==> config.mk <==
export PLATFORM = sky130hd
export DESIGN_NAME = wrr_prio_update_ctrl
export DESIGN_NICKNAME = d
export VERILOG_FILES = /design/src/rtl/wrr_prio_update_ctrl.sv
export SDC_FILE = /design/constraint.sdc
export NUM_CORES = 1
export LEC_CHECK = 0
export CORE_MARGIN = 2
export CORE_UTILIZATION = 47
export CTS_CLUSTER_DIAMETER = 150
export CTS_CLUSTER_SIZE = 8
export DETAILED_ROUTE_END_ITERATION = 10
export PLACE_DENSITY = 0.76
export SYNTH_ARGS = -nofsm -noshare
export SYNTH_HDL_FRONTEND = slang
export SYNTH_SLANG_ARGS = --single-unit
==> constraint.sdc <==
create_clock -name clk -period 4.35 [get_ports clk]
set_clock_uncertainty 0.05 [all_clocks]
set_input_delay 0.6525 -clock clk [delete_from_list [all_inputs] [get_ports clk]]
set_output_delay 0.6525 -clock clk [all_outputs]
set_load 0.005 [all_outputs]
==> src/rtl/wrr_prio_update_ctrl.sv <==
// Buffered priority-table controller: queues SET/ADD/SUB/RESET updates in a
// small FIFO and applies the head entry to the registered table on commit_en.
module wrr_prio_update_ctrl #(
  parameter int N          = 32,
  parameter int PRIORITY_W = 4,
  parameter int ID_BITS    = $clog2(N),
  parameter int DEPTH      = 4,
  parameter int RESET_PRIO = 1
) (
  input  logic                          clk,
  input  logic                          rst,
  input  logic                          prio_upt,
  output logic                          prio_rdy,
  input  logic [ID_BITS-1:0]            prio_id,
  input  logic [PRIORITY_W-1:0]         prio,
  input  logic [1:0]                    prio_op,
  input  logic                          commit_en,
  output logic [N*PRIORITY_W-1:0]       prio_table,
  output logic [N-1:0]                  prio_chg,
  output logic                          upd_err,
  output logic [$clog2(DEPTH+1)-1:0]    fifo_cnt,
  output logic                          busy
);

  localparam int CNT_W = $clog2(DEPTH + 1);
  localparam int PTR_W = $clog2(DEPTH);
  localparam logic [CNT_W-1:0]      FULL_CNT = CNT_W'(DEPTH);
  localparam logic [ID_BITS:0]      N_LIM    = (ID_BITS + 1)'(N);
  localparam logic [PRIORITY_W-1:0] RST_VAL  = PRIORITY_W'(RESET_PRIO);
  localparam logic [PRIORITY_W-1:0] MAX_VAL  = '1;

  typedef enum logic [1:0] {
    OP_SET   = 2'b00,
    OP_ADD   = 2'b01,
    OP_SUB   = 2'b10,
    OP_RESET = 2'b11
  } op_e;

  logic [ID_BITS-1:0]    fifo_id_q  [DEPTH];
  logic [PRIORITY_W-1:0] fifo_val_q [DEPTH];
  op_e                   fifo_op_q  [DEPTH];
  logic [PTR_W-1:0]      wr_ptr_q, wr_ptr_d;
  logic [PTR_W-1:0]      rd_ptr_q, rd_ptr_d;
  logic [CNT_W-1:0]      cnt_q, cnt_d;

  logic [PRIORITY_W-1:0] table_q [N];
  logic [PRIORITY_W-1:0] table_d [N];
  logic [N-1:0]          chg_q, chg_d;
  logic                  err_q, err_d;

  logic                  xfer, in_range, push, pop;
  logic [ID_BITS-1:0]    head_id;
  logic [PRIORITY_W-1:0] head_val, cur_val, new_val;
  op_e                   head_op;
  logic [PRIORITY_W:0]   sum;

  // Handshake: an update transfers on a rising edge where prio_upt && prio_rdy;
  // prio_rdy comes only from registered occupancy (and rst), never from prio_upt.
  assign prio_rdy = rst && (cnt_q != FULL_CNT);

  always_comb begin
    xfer     = prio_upt && prio_rdy;
    in_range = ({1'b0, prio_id} < N_LIM);
    push     = xfer && in_range;
    pop      = commit_en && (cnt_q != '0);
    head_id  = fifo_id_q[rd_ptr_q];
    head_val = fifo_val_q[rd_ptr_q];
    head_op  = fifo_op_q[rd_ptr_q];
  end

  always_comb begin
    wr_ptr_d = push ? wr_ptr_q + 1'b1 : wr_ptr_q;
    rd_ptr_d = pop  ? rd_ptr_q + 1'b1 : rd_ptr_q;
    cnt_d    = cnt_q;
    case ({push, pop})
      2'b10:   cnt_d = cnt_q + 1'b1;
      2'b01:   cnt_d = cnt_q - 1'b1;
      default: cnt_d = cnt_q;
    endcase
    err_d = xfer && !in_range;
  end

  // Read-modify-write of the targeted entry; sum is one bit wider to detect saturation.
  always_comb begin
    cur_val = '0;
    for (int i = 0; i < N; i++) begin
      if (head_id == ID_BITS'(i)) cur_val = table_q[i];
    end
    sum = {1'b0, cur_val} + {1'b0, head_val};
    case (head_op)
      OP_SET:  new_val = head_val;
      OP_ADD:  new_val = sum[PRIORITY_W] ? MAX_VAL : sum[PRIORITY_W-1:0];
      OP_SUB:  new_val = (head_val > cur_val) ? '0 : cur_val - head_val;
      default: new_val = RST_VAL;
    endcase
  end

  always_comb begin
    chg_d = '0;
    for (int i = 0; i < N; i++) begin
      table_d[i] = table_q[i];
      if (pop && (head_id == ID_BITS'(i))) begin
        table_d[i] = new_val;
        chg_d[i]   = 1'b1;
      end
    end
  end

  always_ff @(posedge clk) begin
    if (push) begin
      fifo_id_q[wr_ptr_q]  <= prio_id;
      fifo_val_q[wr_ptr_q] <= prio;
      fifo_op_q[wr_ptr_q]  <= op_e'(prio_op);
    end
  end

  always_ff @(posedge clk or negedge rst) begin
    if (!rst) begin
      wr_ptr_q <= '0;
      rd_ptr_q <= '0;
      cnt_q    <= '0;
      chg_q    <= '0;
      err_q    <= 1'b0;
      for (int i = 0; i < N; i++) table_q[i] <= RST_VAL;
    end else begin
      wr_ptr_q <= wr_ptr_d;
      rd_ptr_q <= rd_ptr_d;
      cnt_q    <= cnt_d;
      chg_q    <= chg_d;
      err_q    <= err_d;
      for (int i = 0; i < N; i++) table_q[i] <= table_d[i];
    end
  end

  always_comb begin
    prio_table = '0;
    for (int i = 0; i < N; i++) prio_table[i*PRIORITY_W +: PRIORITY_W] = table_q[i];
  end

  assign prio_chg = chg_q;
  assign upd_err  = err_q;
  assign fifo_cnt = cnt_q;
  assign busy     = (cnt_q != '0);

endmodule
==> results.txt, run 1 <==
----------------------------------------------------
[STA]
  Final count of pins violating max slew ... 0
  Unrepaired setup endpoints after global routing ... true
  Smallest hold slack ... 465.5 ps
  Setup-violating endpoint count in the final report ... 110
  Max Clk Rate ... 223.1 MHz
  Worst-case setup margin in the final layout ... -132.6 ps
  Period utilisation layout ... 103.0%
  Slew of the pin with the lowest slew margin ... 924.5 ps
  Shortest clock period the worst path allows after layout ... 4483 ps
  Final Hold Fails ... 0
  Slew headroom ... 38.37%

[Global routing]
  Via count of the first global-routing pass ... 8174
  Largest net degree at the start of global routing ... 75
  Global-route wire length before repair ... 46990 um
  Total routing usage reported by global routing ... 28.11%
  Total overflow reported by the global router ... 0
  Antenna violations before repair ... 0

[Yosys]
  Register bit total from synthesis ... 211
  Synthesized area divided by synthesized cell count ... 11.22 sq um
  Warnings, synthesis ... 0
  Most used DFF post-synth ... sky130_fd_sc_hd__dfrtp_1
  Share of synthesized registers carrying an async set or reset ... 79.15%
  Number of synthesized flops with an enable pin ... 44
  Part of the Yosys area used for sequential elements ... 58.29%
  Synthesized net count ... 878
  Library cell occupying the most area in the post-synthesis netlist ... sky130_fd_sc_hd__dfrtp_1
  Main area contributors after synthesis ... sky130_fd_sc_hd__dfrtp_1 36%, sky130_fd_sc_hd__edfxtp_1 14%, sky130_fd_sc_hd__dfstp_2 8.8%
  Post-synth top area share ... 35.55%
  Synth unique cells ... 64
  Post-Syn Instances ... 847
  Synth Cell Area ... 9504 sq um

[Placed design]
  Placed instance count ... 1345
  GP Congestion ... 0.9226
  Cell Area, Placed ... 12160 sq um
  Number of input and output port buffers inserted ... 179
  Placed wire-length estimate ... 21200 um

[Run status]
  Violations in the final reports ... negative setup slack
  Run status ... finished, violations left

[Clock network]
  Number of levels the H-tree was split into ... 1
  Clock buffers created by TritonCTS ... 30
  Max Root-Sink Buffers ... 3
  Number of clock sinks seen by CTS ... 211
  Clock latency reported for the late side of the worst-skew pair ... 540 ps
  Clock root buffer ... sky130_fd_sc_hd__clkbuf_16
  Clock edge transition at the registers on the reported setup and hold paths ... 50 ps
  CTS tree ... done

[Finish]
  Area added between synthesis and finish ... 45.39%
  Most frequent standard cell in the layout excluding fill and tap cells ... sky130_fd_sc_hd__clkdlybuf4s50_1
  Diode insertion count for antenna repair ... 0
  Register Area ... 5542 sq um
  Final-stage net count ... 1168
  Post-route insts no fill ... 1431
  Multi-input gate area in the final layout ... 4031 sq um
  Highest-count cells in the layout ignoring fill and taps ... 178 x sky130_fd_sc_hd__clkdlybuf4s50_1, 134 x sky130_fd_sc_hd__dfrtp_1, 99 x sky130_fd_sc_hd__nand2_1, 92 x sky130_fd_sc_hd__buf_4, 84 x sky130_fd_sc_hd__nor2_1
  Fraction of layout instances using a drive strength above 1 ... 26.01%
  Post-route design area ... 13820 sq um
  Fillcell total ... 1482
  Final core occ ... 68.96%

[Power]
  VDD IR max ... 603.0 uV
  Leak Pwr ... 5.903 nW
  Ratio of total power to cell area ... 1004 nW/um^2
  Total power ... 13.88 mW

[Setup path]
  Arr. time, crit path ... 4870 ps
  Critical-path maximum fanout ... 9
  Crit path capture type ... flip-flop
  Category of the most critical setup path ... reg2reg
  Crit path required time ... 4740 ps
  Type of origin of the critical path ... flip-flop

[Die]
  Die footprint ... 21370 sq um
  Chip Width ... 146.2 um
  I/O pin count ... 181
  Standard-cell rows ... 52
  Core Region ... 20040 sq um
  Initial core utilization ... 47.43%
  Die height ... 146.2 um

[Detailed routing]
  Detailed-route via count ... 8176
  DR iter-0 viols ... 770
  Wire length per cell ... 21.83 um
  DR pass1 iterations ... 5
  Antenna-violating nets left ... 0
  Via density ... 5.713
  DRC ... 0
  Routed wire length ... 31250 um

[Worst hold path]
  Tightest Hold Check Type ... reg2reg

[Run]
  Max-capacitance violation count ... 0

----------------------------------------------------
worst max-delay path, cell delays in order, from the launching register on:
cell and delay [ps]:
sky130_fd_sc_hd__dfrtp_2 400, sky130_fd_sc_hd__buf_6 130, sky130_fd_sc_hd__mux4_2 580, sky130_fd_sc_hd__buf_6 170
sky130_fd_sc_hd__buf_4 130, sky130_fd_sc_hd__buf_4 160, sky130_fd_sc_hd__nand2b_4 120, sky130_fd_sc_hd__o21ai_1 90
sky130_fd_sc_hd__o311ai_2 370, sky130_fd_sc_hd__o21ai_2 120, sky130_fd_sc_hd__a22oi_2 240, sky130_fd_sc_hd__a211o_1 240
sky130_fd_sc_hd__buf_4 150, sky130_fd_sc_hd__ha_1 250, sky130_fd_sc_hd__a21oi_2 160, sky130_fd_sc_hd__o21ai_0 110
sky130_fd_sc_hd__xor2_1 160, sky130_fd_sc_hd__a21oi_1 210, sky130_fd_sc_hd__a21oi_2 70, sky130_fd_sc_hd__buf_4 140
sky130_fd_sc_hd__buf_6 140, sky130_fd_sc_hd__o21ai_0 190
worst paths after layout:
check | from | endpoint | slack (ps) | depth (start not counted)
setup / recovery | rd_ptr_q[0]$_DFFE_PN0P_ | prio_table[7]$_DFFE_PN0P_ | -130 | 21
hold / removal | fifo_cnt[0]$_DFFE_PN0P_ | fifo_cnt[0]$_DFFE_PN0P_ | 470 | 1
setup reg to reg | rd_ptr_q[0]$_DFFE_PN0P_ | prio_table[7]$_DFFE_PN0P_ | -130 | 21
hold reg to reg | fifo_cnt[0]$_DFFE_PN0P_ | fifo_cnt[0]$_DFFE_PN0P_ | 470 | 1
max in group asynchronous | rst | rd_ptr_q[0]$_DFFE_PN0P_ | 2470 | 3
min in group asynchronous | rst | prio_chg[19]$_DFF_PN0_ | 500 | 2
state kept, by name (all words and copies together) (netlist names):
name and cells:
fifo_val_q 16, prio_chg 32, rd_ptr_q 2, prio_table 128
wr_ptr_q 2, fifo_op_q 8, fifo_cnt 3, fifo_id_q 20
repair_timing:
item	CTS	global route
buffers inserted	7	16
endpoints found under the setup margin	128	128
gates cloned	3	4
hold endpoints to repair	19	0
gates resized for setup	59	86
hold buffers	1	0
pin swaps	5	17
area by class of cell:
| cell class | count | share of cell area, % |
|---|---|---|
| inverters | 34 | 0.9236 |
| well taps | 270 | 2.445 |
| multi-input cells | 559 | 29.17 |
| clock inverters | 1 | 0.05433 |
| flip-flops and latches | 211 | 40.10 |
| clock buffers | 55 | 6.266 |
| repair buffers | 301 | 21.03 |
cell usage after synthesis (4+ instances only):
| cell type | count |
|---|---|
| sky130_fd_sc_hd__mux4_2 | 13 |
| sky130_fd_sc_hd__nand2_1 | 99 |
| sky130_fd_sc_hd__ha_1 | 13 |
| sky130_fd_sc_hd__a21oi_1 | 69 |
| sky130_fd_sc_hd__o221ai_1 | 5 |
| sky130_fd_sc_hd__nor3_1 | 6 |
| sky130_fd_sc_hd__dfstp_2 | 32 |
| sky130_fd_sc_hd__xor2_1 | 4 |
| sky130_fd_sc_hd__mux2_2 | 39 |
| sky130_fd_sc_hd__a22oi_1 | 4 |
| sky130_fd_sc_hd__xnor2_1 | 5 |
| sky130_fd_sc_hd__a221oi_1 | 6 |
| sky130_fd_sc_hd__nand3_1 | 9 |
| sky130_fd_sc_hd__o21ai_0 | 74 |
| sky130_fd_sc_hd__and3_1 | 7 |
| sky130_fd_sc_hd__o22ai_1 | 11 |
| sky130_fd_sc_hd__a31oi_1 | 13 |
| sky130_fd_sc_hd__dfrtp_1 | 135 |
| sky130_fd_sc_hd__buf_6 | 4 |
| sky130_fd_sc_hd__nor2_1 | 87 |
| sky130_fd_sc_hd__clkbuf_1 | 18 |
| sky130_fd_sc_hd__inv_1 | 34 |
| sky130_fd_sc_hd__a211oi_1 | 4 |
| sky130_fd_sc_hd__buf_2 | 18 |
| sky130_fd_sc_hd__nor2b_1 | 10 |
| sky130_fd_sc_hd__nand2b_1 | 4 |
| sky130_fd_sc_hd__mux2i_1 | 23 |
| sky130_fd_sc_hd__edfxtp_1 | 44 |
through the flow:
step	worst slack, ps	setup TNS (ps)
floorplan	181.6	0
global placement	-277.6	-25110
detailed placement	-389.6	-36980
CTS	-95.80	-4405
global route	-345.7	-27960
finish	-132.6	-7018
layer usage:
layer  vias to the layer above  track usage (%)  wire length, um
li1                       3616                -                -
met1                      4029            38.41            12660
met2                       455            46.08            14870
met3                        76            4.906             2785
met4                         0            9.320              929
met5                         -                0                0
power by group:
part | switching, mW | internal [mW]
Combinational | 4.14 | 4.14
Sequential | 0.688 | 2.76
Clock | 0.824 | 1.32
Total | 5.65 | 8.22
cell families (layout without fill, tap and decap cells):
| kind of cell | after synthesis | count (layout) | synth area share (%) |
|---|---|---|---|
| buf+inv | 79 | 391 | 3.752 |
| simple gates | 243 | 243 | 11.39 |
| compound gates | 212 | 212 | 13.07 |
| mux | 76 | 78 | 10.28 |
| flops | 211 | 211 | 58.29 |
| fa+ha+maj | 16 | 16 | 2.343 |
| xor+xnor | 9 | 9 | 0.8293 |
| other cells | 1 | 1 | 0.03946 |
Note: power is estimated with default switching activity, not from simulation.
==> inputs of run 2 (changes only) <==
--- a/config.mk
+++ b/config.mk
@@ -11,6 +11,8 @@
 export CTS_CLUSTER_SIZE = 8
 export DETAILED_ROUTE_END_ITERATION = 10
 export PLACE_DENSITY = 0.76
+export RECOVER_POWER = 100
+export SKIP_LAST_GASP = 1
 export SYNTH_ARGS = -nofsm -noshare
 export SYNTH_HDL_FRONTEND = slang
 export SYNTH_SLANG_ARGS = --single-unit
==> run 2 against run 1 <==
Compared with the run above: the run ends with max-capacitance violations, max-slew violations, negative setup slack left; first-iteration DRC count is 1.2% higher; cell area increased by 1.4%; sequential share of layout area fell by 0.54 points; die area is the same; worst hold slack worse by 6.0 ps; critical path type unchanged; critical endpoint is now prio_table[60]$_DFFE_PN1P_; largest cell class unchanged; highest routed layer unchanged.
==> results.txt, run 2 (synthesis gave the netlist of run 1 again) <==
----------------------------------------------------
[Run status]
  Run status ... finished, violations left
  Violations in the final reports ... max-capacitance violations, max-slew violations, negative setup slack

[Detailed routing]
  Metal2 WL ... 15080 um (+1.4%)
  Antenna-violating nets left ... 0 (unchanged)
  Via density ... 5.709 (about the same)
  DR pass1 iterations ... 5 (unchanged)
  Uppermost layer routed ... met4
  Routed wire length ... 31660 um (+1.3%)
  Detailed-route via count ... 8210 (+0.42%)
  Met3 Wirelength ... 2632 um (-5.5%)
  DR iter-0 viols ... 779 (+1.2%)
  DRC ... 0 (unchanged)
  Met1 layer wirelength in the final routing ... 12980 um (+2.5%)
  Wire length per cell ... 22.01 um (+0.83%)

[Setup path]
  Arr. time, crit path ... 4890 ps (+20 ps)
  CP startpoint ... rd_ptr_q[0]$_DFFE_PN0P_
  Critical-path maximum fanout ... 18 (+9)
  Crit path capture type ... flip-flop
  End of the critical path ... prio_table[60]$_DFFE_PN1P_
  Crit Reg-Reg Endpoint ... prio_table[60]$_DFFE_PN1P_
  Origin of the critical flop-to-flop path ... rd_ptr_q[0]$_DFFE_PN0P_
  Family with the most delay on the worst path ... compound AO/OA/AOI/OAI gates
  Reg2Reg Setup Slack ... -130 ps (about the same)
  Cell with the largest stage delay on the worst path ... sky130_fd_sc_hd__mux4_2
  Type of origin of the critical path ... flip-flop
  Worst r2r path cells ... 18 (-14%)
  Category of the most critical setup path ... reg2reg
  Worst path cell trace ... buf_6 > mux4_2 > buf_6 > buf_4 > mux2_2 > o221ai_2 > o311ai_2 > o21ai_2 > a22oi_2 > a211o_1 > fa_2 > a21o_1 > a21oi_2 > nor2_1 > a221oi_2 > a31oi_4 > buf_12 > mux2_2
  Worst path bufs/invs ... 4 (-3)
  Critical path depth in cells ... 18 (-14%)
  Crit path required time ... 4760 ps (+20 ps)
  Crit path largest cell delay ... 580 ps (about the same)

[Clock network]
  Number of levels the H-tree was split into ... 1 (unchanged)
  CTS tree ... done
  Clock root buffer ... sky130_fd_sc_hd__clkbuf_16
  Number of clock sinks seen by CTS ... 211 (unchanged)
  Clock edge transition at the registers on the reported setup and hold paths ... 50 ps (about the same)
  Clock buffers created by TritonCTS ... 30 (unchanged)
  Max Root-Sink Buffers ... 3 (unchanged)
  Clock latency reported for the late side of the worst-skew pair ... 540 ps (about the same)

[Power]
  Seq pwr share ... 23.7% (-1.2 points)
  VDD IR max ... 616.7 uV (+2.3%)
  Clock power frac ... 14.8% (-0.6 points)
  Power share of the combinational group ... 61.5% (+1.8 points)
  Ratio of total power to cell area ... 1032 nW/um^2 (+2.8%)
  Leak Pwr ... 6.313 nW (+7.0%)
  Total power ... 14.46 mW (+4.2%)
  Net switching power of the design ... 5.934 mW (+4.9%)
  Switching share of power ... 41.04% (+0.28 points)
  Int Power ... 8.526 mW (+3.7%)

[Finish]
  Final-stage net count ... 1175 (+0.60%)
  Highest-count cells in the layout ignoring fill and taps ... 154 x sky130_fd_sc_hd__dlygate4sd3_1, 134 x sky130_fd_sc_hd__dfrtp_1, 99 x sky130_fd_sc_hd__nand2_1, 90 x sky130_fd_sc_hd__buf_4, 84 x sky130_fd_sc_hd__nor2_1
  Diode insertion count for antenna repair ... 0 (unchanged)
  Final core occ ... 69.90% (+0.94 points)
  Area added between synthesis and finish ... 47.38%
  Most frequent standard cell in the layout excluding fill and tap cells ... sky130_fd_sc_hd__dlygate4sd3_1
  Number of flip-flops in the largest register ... 128 (unchanged)
  Fraction of layout instances using a drive strength above 1 ... 28.00% (+2.0 points)

[Placed design]
  Number of input and output port buffers inserted ... 179 (unchanged)
  Placed wire-length estimate ... 21200 um (unchanged)
  GP Congestion ... 0.9226 (unchanged)

[Global routing]
  Via count of the first global-routing pass ... 8175 (+0.012%)
  Antenna violations before repair ... 0 (unchanged)
  Total routing usage reported by global routing ... 28.08% (about the same)
  Total overflow reported by the global router ... 0 (unchanged)
  Largest net degree at the start of global routing ... 75 (unchanged)
  Global-route wire length before repair ... 46950 um (about the same)

[Run]
  Max-capacitance violation count ... 3 (+3)

[STA]
  Slew headroom ... -20.21% (-59 points)
  Worst-case setup margin in the final layout ... -134.5 ps (-1.946 ps)
  Shortest clock period the worst path allows after layout ... 4485 ps (+1.946 ps)
  Setup-violating endpoint count in the final report ... 118 (+7.3%)
  Unrepaired setup endpoints after global routing ... true
  Final count of pins violating max slew ... 173 (+173)
  Max Clk Rate ... 223.0 MHz (about the same)
  Slew of the pin with the lowest slew margin ... 1803 ps (+878.7 ps)
  Final Hold Fails ... 0 (unchanged)
  Period utilisation layout ... 103.1% (about the same)

[Die]
  Chip Width ... 146.2 um (unchanged)
  Die height ... 146.2 um (unchanged)
  Die footprint ... 21370 sq um (unchanged)
  I/O pin count ... 181 (unchanged)
  Standard-cell rows ... 52 (unchanged)
  Initial core utilization ... 47.43% (unchanged)
  Core Region ... 20040 sq um (unchanged)

[Worst hold path]
  Number of cells traversed by the worst hold path ... 1 (unchanged)
  Tightest Hold Check Type ... reg2reg

----------------------------------------------------
==> run 2: power by group through the flow <==
stage	combinational, mW	sequential (mW)	clock, mW
3_3_place_gp	6.34	3.43	0
4_1_cts	7.06	3.42	2.16
3_5_place_dp	6.43	3.43	0
6_report	8.89	3.43	2.14
2_1_floorplan	3.16	3.21	0
5_1_grt	9.34	3.49	2.25
==> run 2: what timing repair did <==
action | in CTS | in global routing
hold buffers | 1 | 0
gates cloned | 3 | 7
endpoints found under the hold margin | 19 | 0
gates resized for setup | 56 | 126
endpoints found under the setup margin | 128 | 128
buffers inserted | 7 | 19
pin swaps | 5 | 28
==> run 2: per-layer routing <==
metal  track usage [%]  vias to the layer above
met5                 0                        -
met4             9.320                        0
met3             4.906                       80
met2             46.06                      434
met1             38.35                     4063
li1                  -                     3633
==> run 2: area by class of cell <==
class                           instances  area (sq um)
Clock buffer                           55         865.8
Timing Repair Buffer                  309          3052
Tap cell                              270         337.8
Inverter                               34         127.6
Sequential cell                       211          5542
Fill cell                            1451          6032
Clock inverter                          1         7.507
Multi-Input combinational cell        558          4075
==> run 2: how the worst min path moves through the flow <==
stage / start / to
after floorplan: rst / fifo_cnt[0]$_DFFE_PN0P_
after global placement: prio_table[27]$_DFFE_PN0P_ / prio_table[27]$_DFFE_PN0P_
after detailed placement: fifo_cnt[0]$_DFFE_PN0P_ / fifo_cnt[0]$_DFFE_PN0P_
after CTS: fifo_cnt[0]$_DFFE_PN0P_ / fifo_cnt[0]$_DFFE_PN0P_
after global routing: fifo_cnt[0]$_DFFE_PN0P_ / fifo_cnt[0]$_DFFE_PN0P_
final: fifo_cnt[0]$_DFFE_PN0P_ / fifo_cnt[0]$_DFFE_PN0P_
==> run 2: stage by stage <==
step | std cells | worst slack, ps | hold slack [ps] | cell area (sq um) | setup TNS [ps]
floorplan | 847 | 181.6 | 306.9 | 9504 | 0
global placement | 1345 | -277.6 | 441.5 | 12160 | -25110
detailed placement | 1345 | -389.6 | 456.4 | 12160 | -36980
CTS | 1412 | -95.80 | 465.8 | 13340 | -5711
global route | 1438 | -321.9 | 484.9 | 14010 | -29500
finish | 1438 | -134.5 | 459.5 | 14010 | -7181
==> inputs of run 3 (changes only) <==
--- a/config.mk
+++ b/config.mk
@@ -6,11 +6,13 @@
 export NUM_CORES = 1
 export LEC_CHECK = 0
 export CORE_MARGIN = 2
-export CORE_UTILIZATION = 47
+export CORE_UTILIZATION = 49
+export CTS_BUF_LIST = sky130_fd_sc_hd__clkbuf_4
 export CTS_CLUSTER_DIAMETER = 150
 export CTS_CLUSTER_SIZE = 8
 export DETAILED_ROUTE_END_ITERATION = 10
-export PLACE_DENSITY = 0.76
+export HOLD_SLACK_MARGIN = 0.1
+export PLACE_DENSITY = 0.79
 export RECOVER_POWER = 100
 export SKIP_LAST_GASP = 1
 export SYNTH_ARGS = -nofsm -noshare
==> run 3 against run 2 <==
Compared with the run above: the run still ends with max-capacitance violations, max-slew violations, negative setup slack left; fmax fell by 5.0%; first-iteration DRC count rose by 11%; wire length fell by 2.7%; final cell count fell by 1.5%; combinational power fell by 5.4%; critical path type unchanged; critical endpoint is now prio_table[16]$_DFFE_PN1P_.
==> results.txt, run 3 (synthesis gave the netlist of run 1 again) <==
----------------------------------------------------
[Clock network]
  Clock buffers created by TritonCTS ... 30 (unchanged)
  Clock root buffer ... sky130_fd_sc_hd__clkbuf_4
  Max Root-Sink Buffers ... 3 (unchanged)
  Clock edge transition at the registers on the reported setup and hold paths ... 110 ps (+60 ps)
  CTS tree ... done
  Number of clock sinks seen by CTS ... 211 (unchanged)
  Number of levels the H-tree was split into ... 1 (unchanged)
  Clock latency reported for the late side of the worst-skew pair ... 710 ps (+170 ps)

[Placed design]
  Number of input and output port buffers inserted ... 179 (unchanged)
  GP Congestion ... 0.9864 (+6.9%)
  Placed wire-length estimate ... 20950 um (-1.2%)
  Placement Setup Slack ... -331.2 ps (+58.48 ps)
  Placed instance count ... 1333 (-0.89%)

[STA]
  Max Clk Rate ... 211.9 MHz (-5.0%)
  Setup-violating endpoint count in the final report ... 128 (+8.5%)
  Unrepaired setup endpoints after global routing ... true
  Final count of pins violating max slew ... 126 (-27%)
  Period utilisation layout ... 108.5% (+5.4 points)
  Shortest clock period the worst path allows after layout ... 4720 ps (+235.2 ps)
  Final Hold Fails ... 0 (unchanged)
  Slew headroom ... -94.14% (-74 points)
  Worst-case setup margin in the final layout ... -369.7 ps (-235.2 ps)
  Slew of the pin with the lowest slew margin ... 2912 ps (+1109 ps)

[Die]
  Standard-cell rows ... 50 (-3.8%)
  Chip Width ... 143.3 um (-2.0%)
  Die footprint ... 20530 sq um (-4.0%)
  Initial core utilization ... 50.30% (+2.9 points)
  Die height ... 143.3 um (-2.0%)
  I/O pin count ... 181 (unchanged)
  Core Region ... 18890 sq um (-5.7%)

[Power]
  Leak Pwr ... 6.040 nW (-4.3%)
  VDD IR max ... 507.3 uV (-18%)
  Ratio of total power to cell area ... 984.6 nW/um^2 (-4.6%)
  Total power ... 13.06 mW (-9.7%)

[Global routing]
  Total routing usage reported by global routing ... 28.20% (+0.12 points)
  Via count of the first global-routing pass ... 7735 (-5.4%)
  Largest net degree at the start of global routing ... 69 (-8.0%)
  Antenna violations before repair ... 0 (unchanged)
  Total overflow reported by the global router ... 0 (unchanged)
  Global-route wire length before repair ... 44150 um (-6.0%)

[Setup path]
  Critical-path maximum fanout ... 8 (-10)
  Most used cell, CP ... sky130_fd_sc_hd__buf_6
  Family with the most delay on the worst path ... compound AO/OA/AOI/OAI gates
  Type of origin of the critical path ... flip-flop
  Crit path largest cell delay ... 640 ps (+60 ps)
  Worst path cell trace ... buf_6 > mux4_2 > buf_6 > buf_4 > buf_4 > o21ai_1 > a21oi_1 > o21ai_1 > a22oi_2 > a211o_1 > buf_6 > fa_2 > a21o_1 > a21oi_2 > nor2_1 > a221oi_2 > a31oi_4 > buf_6 > mux2_4
  Worst path bufs/invs ... 6 (+2)
  Cell with the largest stage delay on the worst path ... sky130_fd_sc_hd__mux4_2
  Crit path required time ... 4890 ps (+130 ps)
  Arr. time, crit path ... 5260 ps (+370 ps)
  Category of the most critical setup path ... reg2reg
  Crit path capture type ... flip-flop

[Detailed routing]
  Via density ... 5.749 (+0.70%)
  Wire length per cell ... 21.74 um (-1.3%)
  DRC ... 0 (unchanged)
  DR iter-0 viols ... 867 (+11%)
  DR pass1 iterations ... 7 (+2)
  Routed wire length ... 30800 um (-2.7%)
  Antenna-violating nets left ... 0 (unchanged)
  Detailed-route via count ... 8147 (-0.77%)

[Finish]
  Fraction of layout instances using a drive strength above 1 ... 26.45% (-1.5 points)
  Area added between synthesis and finish ... 39.55%
  Diode insertion count for antenna repair ... 0 (unchanged)
  Final core occ ... 70.20% (+0.30 points)
  Final-stage net count ... 1164 (-0.94%)
  Most frequent standard cell in the layout excluding fill and tap cells ... sky130_fd_sc_hd__dlygate4sd3_1
  Number of flip-flops in the largest register ... 128 (unchanged)
  Highest-count cells in the layout ignoring fill and taps ... 139 x sky130_fd_sc_hd__dlygate4sd3_1, 135 x sky130_fd_sc_hd__dfrtp_1, 98 x sky130_fd_sc_hd__nand2_1, 87 x sky130_fd_sc_hd__buf_4, 85 x sky130_fd_sc_hd__nor2_1
  Fillcell total ... 1375 (-5.2%)
  Post-route insts no fill ... 1417 (-1.5%)

[Run]
  Max-capacitance violation count ... 2 (-1)

[Worst hold path]
  Tightest Hold Check Type ... in2async

[Run status]
  Run status ... finished, violations left
  Violations in the final reports ... max-capacitance violations, max-slew violations, negative setup slack

----------------------------------------------------
==> run 3: cell types whose count changed in the layout (fill, tap and decap cells not counted), moves of 15 or more <==
cell,change
sky130_fd_sc_hd__o21ai_0,+28
sky130_fd_sc_hd__clkbuf_1,-24
sky130_fd_sc_hd__o21ai_1,-21
sky130_fd_sc_hd__clkbuf_16,-33
sky130_fd_sc_hd__dlygate4sd3_1,-15
sky130_fd_sc_hd__clkbuf_4,+56
sky130_fd_sc_hd__clkdlybuf4s50_1,+15
==> run 3: final timing paths <==
check                                            start                     endpoint  slack, ps  cells after the start
max                            rd_ptr_q[0]$_DFFE_PN0P_   prio_table[16]$_DFFE_PN1P_       -370                     19
min                                                rst   prio_table[46]$_DFFE_PN0P_        380                      2
max reg2reg                    rd_ptr_q[0]$_DFFE_PN0P_   prio_table[16]$_DFFE_PN1P_       -370                     19
min reg2reg                prio_table[115]$_DFFE_PN0P_  prio_table[115]$_DFFE_PN0P_        450                      2
max in group asynchronous                          rst  prio_table[122]$_DFFE_PN0P_        750                      3
min in group clk           prio_table[115]$_DFFE_PN0P_  prio_table[115]$_DFFE_PN0P_        450                      2
==> run 3: per-layer routing <==
layer / track usage (%) / share of wire (%)
met2: 45.08 / 47
met3: 5.097 / 10
met4: 8.359 / 3.1
met1: 39.75 / 40
met5: 0 / 0
==> run 3: through the flow <==
stage	setup TNS (ps)	area (sq um)	hold WS (ps)
floorplan	0	9504	306.9
global placement	-18140	12150	440.4
detailed placement	-21640	12150	434.5
CTS	-7748	12820	393.0
global route	-55240	13260	422.7
finish	-33340	13260	379.1
==> run 3: power breakdown <==
group | total [mW] | switching [mW] | internal, mW
clock | 1.25 | 0.688 | 0.560
sequential | 3.40 | 0.645 | 2.75
combinational | 8.41 | 4.26 | 4.15
==> run 3: what timing repair did <==
action                     in CTS  in global routing
setup endpoints to repair     128                128
buffers inserted                5                 10
gates cloned                    3                  9
hold buffers                    1                  0
hold endpoints to repair       39                  0
pin swaps                       7                 12
resized for setup              41                 69
==> run 3: layout make-up <==
class,instances,area (sq um),share of cell area [%]
Sequential cell,211,5540,41.77
Multi-Input combinational cell,558,3961,29.87
Timing Repair Buffer,298,2888,21.77
Clock buffer,55,412.9,3.113
Tap cell,260,325.3,2.453
Inverter,34,127.6,0.9623
Clock inverter,1,7.507,0.05660
